===== config.mk =====
export PLATFORM = sky130hd
export DESIGN_NAME = dt1_memarb
export DESIGN_NICKNAME = d
export VERILOG_FILES = /design/src/rtl/dt1_memarb.sv
export SDC_FILE = /design/constraint.sdc
export NUM_CORES = 1
export LEC_CHECK = 0
export ABC_CLOCK_PERIOD_IN_PS = 5900
export CAP_MARGIN = 15
export CORE_MARGIN = 2
export CORE_UTILIZATION = 40
export CTS_CLUSTER_SIZE = 16
export DETAILED_ROUTE_END_ITERATION = 6
export HOLD_SLACK_MARGIN = 0.1
export PLACE_DENSITY = 0.87
export SLEW_MARGIN = 20
export SYNTH_ARGS = -nofsm -noshare
export SYNTH_HDL_FRONTEND = slang
export SYNTH_SLANG_ARGS = --single-unit

===== constraint.sdc =====
create_clock -name clk -period 5.9 [get_ports clk]
set_input_delay 0.885 -clock clk [delete_from_list [all_inputs] [get_ports clk]]
set_output_delay 0.885 -clock clk [all_outputs]
set_load 0.01 [all_outputs]

===== src/rtl/dt1_memarb.sv =====
// dt1_memarb: shares one memory port between instruction fetch and data access.
// Data has priority. Each completed result is held until the pipeline advances.
//
// state  | meaning
// IDLE   | no transfer in flight; owner picked from pending requests (D first)
// BUSY_D | data transfer waiting on mem_ready; grant locked to D
// BUSY_I | fetch transfer waiting on mem_ready; grant locked to I
module dt1_memarb #(
  parameter int AW = 32,
  parameter int DW = 32
) (
  input  logic            clk,
  input  logic            rst_n,
  input  logic            if_req,
  input  logic [AW-1:0]   if_addr,
  output logic [DW-1:0]   if_rdata,
  input  logic            dm_req,
  input  logic            dm_we,
  input  logic [DW/8-1:0] dm_wstrb,
  input  logic [AW-1:0]   dm_addr,
  input  logic [DW-1:0]   dm_wdata,
  output logic [DW-1:0]   dm_rdata,
  output logic            mem_valid,
  output logic            mem_we,
  output logic [DW/8-1:0] mem_wstrb,
  output logic [AW-1:0]   mem_addr,
  output logic [DW-1:0]   mem_wdata,
  input  logic [DW-1:0]   mem_rdata,
  input  logic            mem_ready,
  output logic            stall_mem
);

  typedef enum logic [1:0] {IDLE, BUSY_D, BUSY_I} stateT;

  stateT         state;
  logic          dmDone, ifDone;
  logic [DW-1:0] dmHeld, ifHeld;
  logic          dmPend, ifPend;
  logic          ownerD, ownerI;
  logic          xferDone;
  logic          dmFin, ifFin;

  assign dmPend = dm_req & ~dmDone;
  assign ifPend = if_req & ~ifDone;

  // Owner selection: a busy state locks the grant, otherwise data wins.
  always_comb begin
    ownerD = 1'b0;
    ownerI = 1'b0;
    case (state)
      BUSY_D:  ownerD = 1'b1;
      BUSY_I:  ownerI = 1'b1;
      default: begin
        ownerD = dmPend;
        ownerI = ~dmPend & ifPend;
      end
    endcase
  end

  // Reset gates the request so the memory sees nothing while rst_n is low.
  assign mem_valid = rst_n & ((state != IDLE) | dmPend | ifPend);
  assign xferDone  = mem_valid & mem_ready;

  // Memory field mux; fetch and load never drive byte enables.
  always_comb begin
    mem_we    = 1'b0;
    mem_wstrb = '0;
    mem_addr  = '0;
    mem_wdata = '0;
    if (ownerD) begin
      mem_we    = dm_we;
      mem_wstrb = dm_we ? dm_wstrb : '0;
      mem_addr  = dm_addr;
      mem_wdata = dm_wdata;
    end else if (ownerI) begin
      mem_addr  = if_addr;
    end
  end

  // Completion includes the transfer finishing this cycle, so the stall can
  // drop in the same cycle mem_ready rises.
  assign dmFin     = dmDone | (ownerD & xferDone);
  assign ifFin     = ifDone | (ownerI & xferDone);
  assign stall_mem = rst_n & ((dm_req & ~dmFin) | (if_req & ~ifFin));

  // Results are bypassed from memory in the completing cycle, held afterwards.
  assign dm_rdata = dmDone ? dmHeld : mem_rdata;
  assign if_rdata = ifDone ? ifHeld : mem_rdata;

  // Arbiter FSM: lock grant on wait states, record completion, clear on advance.
  always_ff @(posedge clk or negedge rst_n) begin
    if (!rst_n) begin
      state  <= IDLE;
      dmDone <= 1'b0;
      ifDone <= 1'b0;
      dmHeld <= '0;
      ifHeld <= '0;
    end else begin
      if (xferDone) begin
        state <= IDLE;
        if (ownerD) begin
          dmDone <= 1'b1;
          if (!dm_we) dmHeld <= mem_rdata;
        end
        if (ownerI) begin
          ifDone <= 1'b1;
          ifHeld <= mem_rdata;
        end
      end else if (mem_valid) begin
        state <= ownerD ? BUSY_D : BUSY_I;
      end
      // An advance edge retires both results; this overrides any set above.
      if (!stall_mem) begin
        dmDone <= 1'b0;
        ifDone <= 1'b0;
      end
    end
  end

endmodule


==> results of run 1 <==
-- stage by stage --
stage | instances | cell area, um2
finish | 789 | 7250
global route | 789 | 7250
CTS | 788 | 7230
detailed placement | 772 | 7010
global placement | 772 | 7010
floorplan | 388 | 4240
-- placed cells by master (no fill, tap or decap), types with 2 or more instances in the layout --
cell,instances
a21oi_1,2
and2_1,33
and3_1,4
buf_4,5
bufinv_16,2
clkbuf_8,9
clkdlybuf4s50_1,271
clkinv_4,2
dfrtp_1,68
ha_1,3
inv_1,4
mux2_1,7
mux2_2,112
mux2_4,9
nand2_1,66
nand2b_4,2
nand3_1,32
nand3b_1,2
nor2_1,2
o21ai_0,2
-- state kept, by name, indices dropped and copies added, names as in the netlist --
name    cells
dmDone      1
ifHeld     32
dmHeld     32
ifDone      1
state       2
-- per-layer routing --
metal	up-vias	GRT usage	part of all wire
met5	-	0	0
li1	1863	-	-
met2	157	0.416	0.50
met3	19	0.0766	0.082
met4	0	0.0649	0.016
met1	1919	0.286	0.40
-- power by group through the flow --
stage               clock network, uW  registers [uW]  logic (uW)
floorplan                           0             765         575
global placement                    0             786        1020
detailed placement                  0             807        1060
CTS                               439             800        1070
global route                      461             827        1140
finish                            429             801        1060
-- synth_stat cells (4+ instances only) --
cell type  number
inv_1           4
dfrtp_1        68
nand3_1        32
buf_6           7
mux2_4          9
nand2_1        66
mux2_1          7
buf_1           6
and3_1          4
clkbuf_1       14
and2_1         33
mux2_2        112
-- cell type report --
class / instances / area (um2) / area share
Tap cell: 136 / 170 / 0.0235
Clock buffer: 9 / 124 / 0.0171
Timing Repair Buffer: 278 / 2770 / 0.382
Inverter: 4 / 15.0 / 0.00207
Multi-Input combinational cell: 287 / 2370 / 0.327
Clock inverter: 7 / 98.8 / 0.0136
Sequential cell: 68 / 1700 / 0.235
-- cells by family (layout without fill, tap and decap cells) --
logic type                 Yosys count  after routing
DFF                                 68             68
adders and majority gates            3              3
buffers and inverters               33            298
AOI/OAI and AO/OA                   11             11
and+or+nand+nor                    145            145
muxes                              128            128
-- worst min path at each step --
stage	depth (start not counted)	startpoint	slack (ns)	end
after floorplan	1	ifHeld[0]	0.46	ifHeld[0]
after global placement	1	ifHeld[14]	0.47	ifHeld[14]
after detailed placement	1	ifHeld[0]	0.48	ifHeld[0]
after CTS	1	ifHeld[14]	0.50	ifHeld[14]
after global routing	1	ifHeld[14]	0.52	ifHeld[14]
final	1	ifHeld[14]	0.50	ifHeld[14]
-- worst register-to-register path: stages (launching register included) --
cell and delay, ns:
dfrtp_1 0.35, inv_1 0.08, ha_1 0.41, o21ai_4 0.51
nand4b_4 0.71, mux2_4 0.57
==> metrics, run 1 <==
status completed; final core utilization 0.702; share of layout cells above drive strength 1 0.231; Clock Sinks 68; Max-Cap Viols 0; worst flop-to-flop path endpoint dmHeld[20]; largest net degree at the start of global routing 70; GR Overflow Total 0; first-pass GRT wire length 21400 um; vias 3958; core area 10300 um2; cell mode on critical path clkdlybuf4s50_1; Max Fclk 243 MHz; Die ar. 11400 um2; Hold Crit Class register to register; TritonCTS Buffers 9; first-pass iteration count of the detailed router 4; CP endpoint mem_wdata[24]; Most used DFF post-synth dfrtp_1; Worst Reg2Reg Path Length in Cells 5; CP max FO 54; vias per cell 5.02; mux contribution to synthesized area 0.348; Sw Pwr 735 uW; Syn Nets 529; Worst EP required 5.02 ns; post-layout worst setup margin 1.78 ns; Detail Placement HPWL 10700 um; period utilization 0.698; flop and latch count out of synthesis 68; hold_ws 0.499 ns; sequential fraction of design power 0.349; Rel. slew slack 0.409; Synth Area in Compound Gates 0.0236; antenna cells 0; setup TNS 0 ns; antenna viol nets, final 0; Root Buffer clkbuf_8; Starting Density 0.411; number of synthesis warnings 0; DP Worst Slack 1.78 ns; placer congestion estimate 0.720; critical path startpoint category input pin; EDFF count, synth 0; drt wl/cell 18.2 um; Port Buffers 272; RSZ-0062 raised after global routing no; worst r2r src state[0]; CP Cell Sequence clkdlybuf4s50_1, nand2b_4, o21ai_4, buf_4, and2_1, clkdlybuf4s50_1; num rows 37; CP Buf/Inv Count 3; min Tclk post-route 4.12 ns; Clock Skew 0.0145 ns; main combinational cell family by area after synthesis multiplexers; Max Buffers Root-to-Sink 2; Clock Power Share 0.187; post-synthesis simple-gate area fraction 0.176; synth-to-layout area growth 71.0%; final slew viol count 0; I/O pins 273; Synth Area in Adders 0.00885; Hold-fix buffers, CTS 0; Syn Std Cell Area 4240 um2; Internal 1560 uW; CTS tree built; # resized after CTS 0; synth top area cells dfrtp_1 40%, mux2_2 30%, nand2_1 5.8%; share of the synthesized area in the top cell type 0.401; Fin. Hold Viols 0; critical path startpoint dm_req; Cells after Synth 388; post-synthesis xor/xnor area fraction 0; Worst-Skew Late Latency 0.34 ns; clk slew on worst S/H paths 0.08 ns; Netlist cell types 30; syn_area_per_cell 10.9 um2; CP max stage delay 0.58 ns; total power draw 2290 uW; fillers 754; Routed Wire Length 14400 um; initial antenna violation count 0; R2R Setup Slk 3.17 ns; Max VDD drop 201 uV; Sw Ratio 0.321; Setup Fix Bufs, Post-CTS 0; leak pwr 0.00305 uW; Final setup viols 0; gr usage total 0.240; Crit Path Class input pin to output pin; CP Capture Type output pin; Die Ht 107 um; final net count 789; Synth area leader dfrtp_1; PwrDens 316 nW/um2; critical path depth 6; vias in the first global route 4166; Die Wd 107 um; Slowest-stage cell, CP clkdlybuf4s50_1; Seq/Total Area, Yosys 0.401; DR iter-0 viols 217; Crit path arrival time 3.23 ns; family with the most delay on the worst path buffers and inverters; Synth async-reset ratio 1.00; H-Tree Depth 3; Comb pwr share 0.464; DRC 0; Slew @ Worst Pin 0.886 ns
No activity file was read; power rests on OpenSTA's default activity.
==> inputs of run 2 (changes only) <==
--- a/config.mk
+++ b/config.mk
@@ -5,14 +5,14 @@
 export SDC_FILE = /design/constraint.sdc
 export NUM_CORES = 1
 export LEC_CHECK = 0
-export ABC_CLOCK_PERIOD_IN_PS = 5900
+export ABC_CLOCK_PERIOD_IN_PS = 3650
 export CAP_MARGIN = 15
 export CORE_MARGIN = 2
-export CORE_UTILIZATION = 40
+export CORE_UTILIZATION = 33
 export CTS_CLUSTER_SIZE = 16
 export DETAILED_ROUTE_END_ITERATION = 6
 export HOLD_SLACK_MARGIN = 0.1
-export PLACE_DENSITY = 0.87
+export PLACE_DENSITY = 0.77
 export SLEW_MARGIN = 20
 export SYNTH_ARGS = -nofsm -noshare
 export SYNTH_HDL_FRONTEND = slang
==> constraint.sdc (replaced) <==
create_clock -name clk -period 3.65 [get_ports clk]
set_input_delay 0.5475 -clock clk [delete_from_list [all_inputs] [get_ports clk]]
set_output_delay 0.5475 -clock clk [all_outputs]
set_load 0.01 [all_outputs]
==> run 2 against run 1 <==
Utilization decreased by 12 points. Register-to-register slack worse by 2.2 ns. Via count fell by 0.81%. Clock power grew 94%.
==> metrics, run 2 (synthesis results as in run 1) <==
Detail Placement HPWL 10700 um; Slew @ Worst Pin 0.869 ns; Crit path arrival time 2.60 ns; post-route design area 7370 um2; placer congestion estimate 0.897; Setup Fix Bufs, Post-CTS 0; Routed Wire Length 14400 um; Max VDD drop 354 uV; CP max FO 69; largest net degree at the start of global routing 70; RSZ-0062 raised after global routing no; initial antenna violation count 0; commonest cells after routing, fill and taps aside 271 x clkdlybuf4s50_1, 112 x mux2_2, 68 x dfrtp_1; GR Util met3 0.0623; first-pass iteration count of the detailed router 5; Sw Pwr 1190 uW; TritonCTS Buffers 9; DR iter-0 viols 157; CP Capture Type output pin; leading cell type in the layout, fill and taps excluded clkdlybuf4s50_1; Die Ht 117 um; min Tclk post-route 3.15 ns; clk slew on worst S/H paths 0.05 ns; H-Tree Depth 3; Hold-fix buffers, CTS 0; Clock Sinks 68; Fin. Hold Viols 0; met2 Use GR 0.361; I/O pins 273; vias 3926; Hold Crit Class input pin to asynchronous set/reset pin; Final setup viols 0; core area 12600 um2; leak pwr 0.00309 uW; Max Buffers Root-to-Sink 2; # resized after CTS 0; num rows 41; critical path startpoint state[0]; met1 usage 0.239; Clock Power Share 0.216; synth-to-layout area growth 74.0%; PwrDens 523 nW/um2; antenna viol nets, final 0; Worst EP required 3.10 ns; Root Buffer clkbuf_16; Max-Cap Viols 0; Crit Path Class register to output pin; Port Buffers 272; sequential fraction of design power 0.336; antenna cells 0; DRC 0; vias per cell 4.75; period utilization 0.863; gr busiest metal met2; final net count 791; Rel. slew slack 0.421; first-pass GRT wire length 22700 um; Worst-Skew Late Latency 0.32 ns; Clock Skew 0.00838 ns; Starting Density 0.337; Max Fclk 317 MHz; drt wl/cell 17.4 um; status completed; Internal 2660 uW; final slew viol count 0; top flop regs dmHeld: 32 flops, ifHeld: 32 flops, state: 2 flops; Comb pwr share 0.448; GR Overflow Total 0; share of layout cells above drive strength 1 0.231; vias in the first global route 4250; critical path startpoint category register; Die ar. 13800 um2; CTS tree built; gr usage total 0.204; placed cell area 7090 um2; Die Wd 117 um; worst r2r src state[0]; setup TNS 0 ns; Sw Ratio 0.310
-- run 2: changes by cell type in the layout (fill, tap and decap cells not counted), sizes merged --
cell and change:
buf +2, bufinv -1, clkbuf +1, clkinv +1, clkinvlp -1, inv -1
-- run 2: path summary, 6_finish.rpt --
check | depth (start not counted) | endpoint | slack [ns]
setup / recovery | 7 | mem_wdata[19] | 0.50
hold / removal | 2 | dmHeld[28] | 0.48
setup reg to reg | 6 | ifHeld[3] | 1.00
hold reg to reg | 1 | ifHeld[14] | 0.48
max in group asynchronous | 2 | dmHeld[31] | 2.60
min in group clk | 1 | ifHeld[14] | 0.48
-- run 2: power groups by stage --
stage / clock network, uW / registers (uW) / logic, uW
finish: 834 / 1300 / 1730
global route: 890 / 1340 / 1850
CTS: 860 / 1300 / 1740
detailed placement: 0 / 1300 / 1730
global placement: 0 / 1270 / 1680
floorplan: 0 / 1240 / 929
-- run 2: area by class of cell --
cell class,instances,area (um2)
fill,1088,5190
inverter,4,15.0
tap,172,215
clock inverter,5,53.8
multi-input combinational,287,2370
clock buffer,10,229
timing repair buffer,280,2790
sequential,68,1700
-- run 2: through the flow --
step                      setup slack, ns  hold slack (ns)  cells  power [uW]   util
final                               0.499            0.478    826        3860  0.587
after global routing                0.349            0.500    826        4080  0.587
after CTS                           0.486            0.487    826        3900  0.587
after detailed placement            0.536            0.475    811        3030  0.564
after global placement              0.573            0.468    811        2960  0.564
after floorplan                      1.43            0.252    388        2160      -
-- run 2: routing by layer --
| layer | up-vias | routed length (um) |
|---|---|---|
| li1 | 1866 | - |
| met1 | 1889 | 5950 |
| met2 | 153 | 7190 |
| met3 | 18 | 1030 |
| met4 | 0 | 223 |
| met5 | - | 0 |
-- run 2: critical path: stages, from the launching register on --
cell and delay [ns]:
dfrtp_1 0.35, inv_1 0.08, ha_1 0.46, nand2_1 0.16
o21ai_4 0.15, buf_12 0.29, and2_1 0.18, clkdlybuf4s50_1 0.59
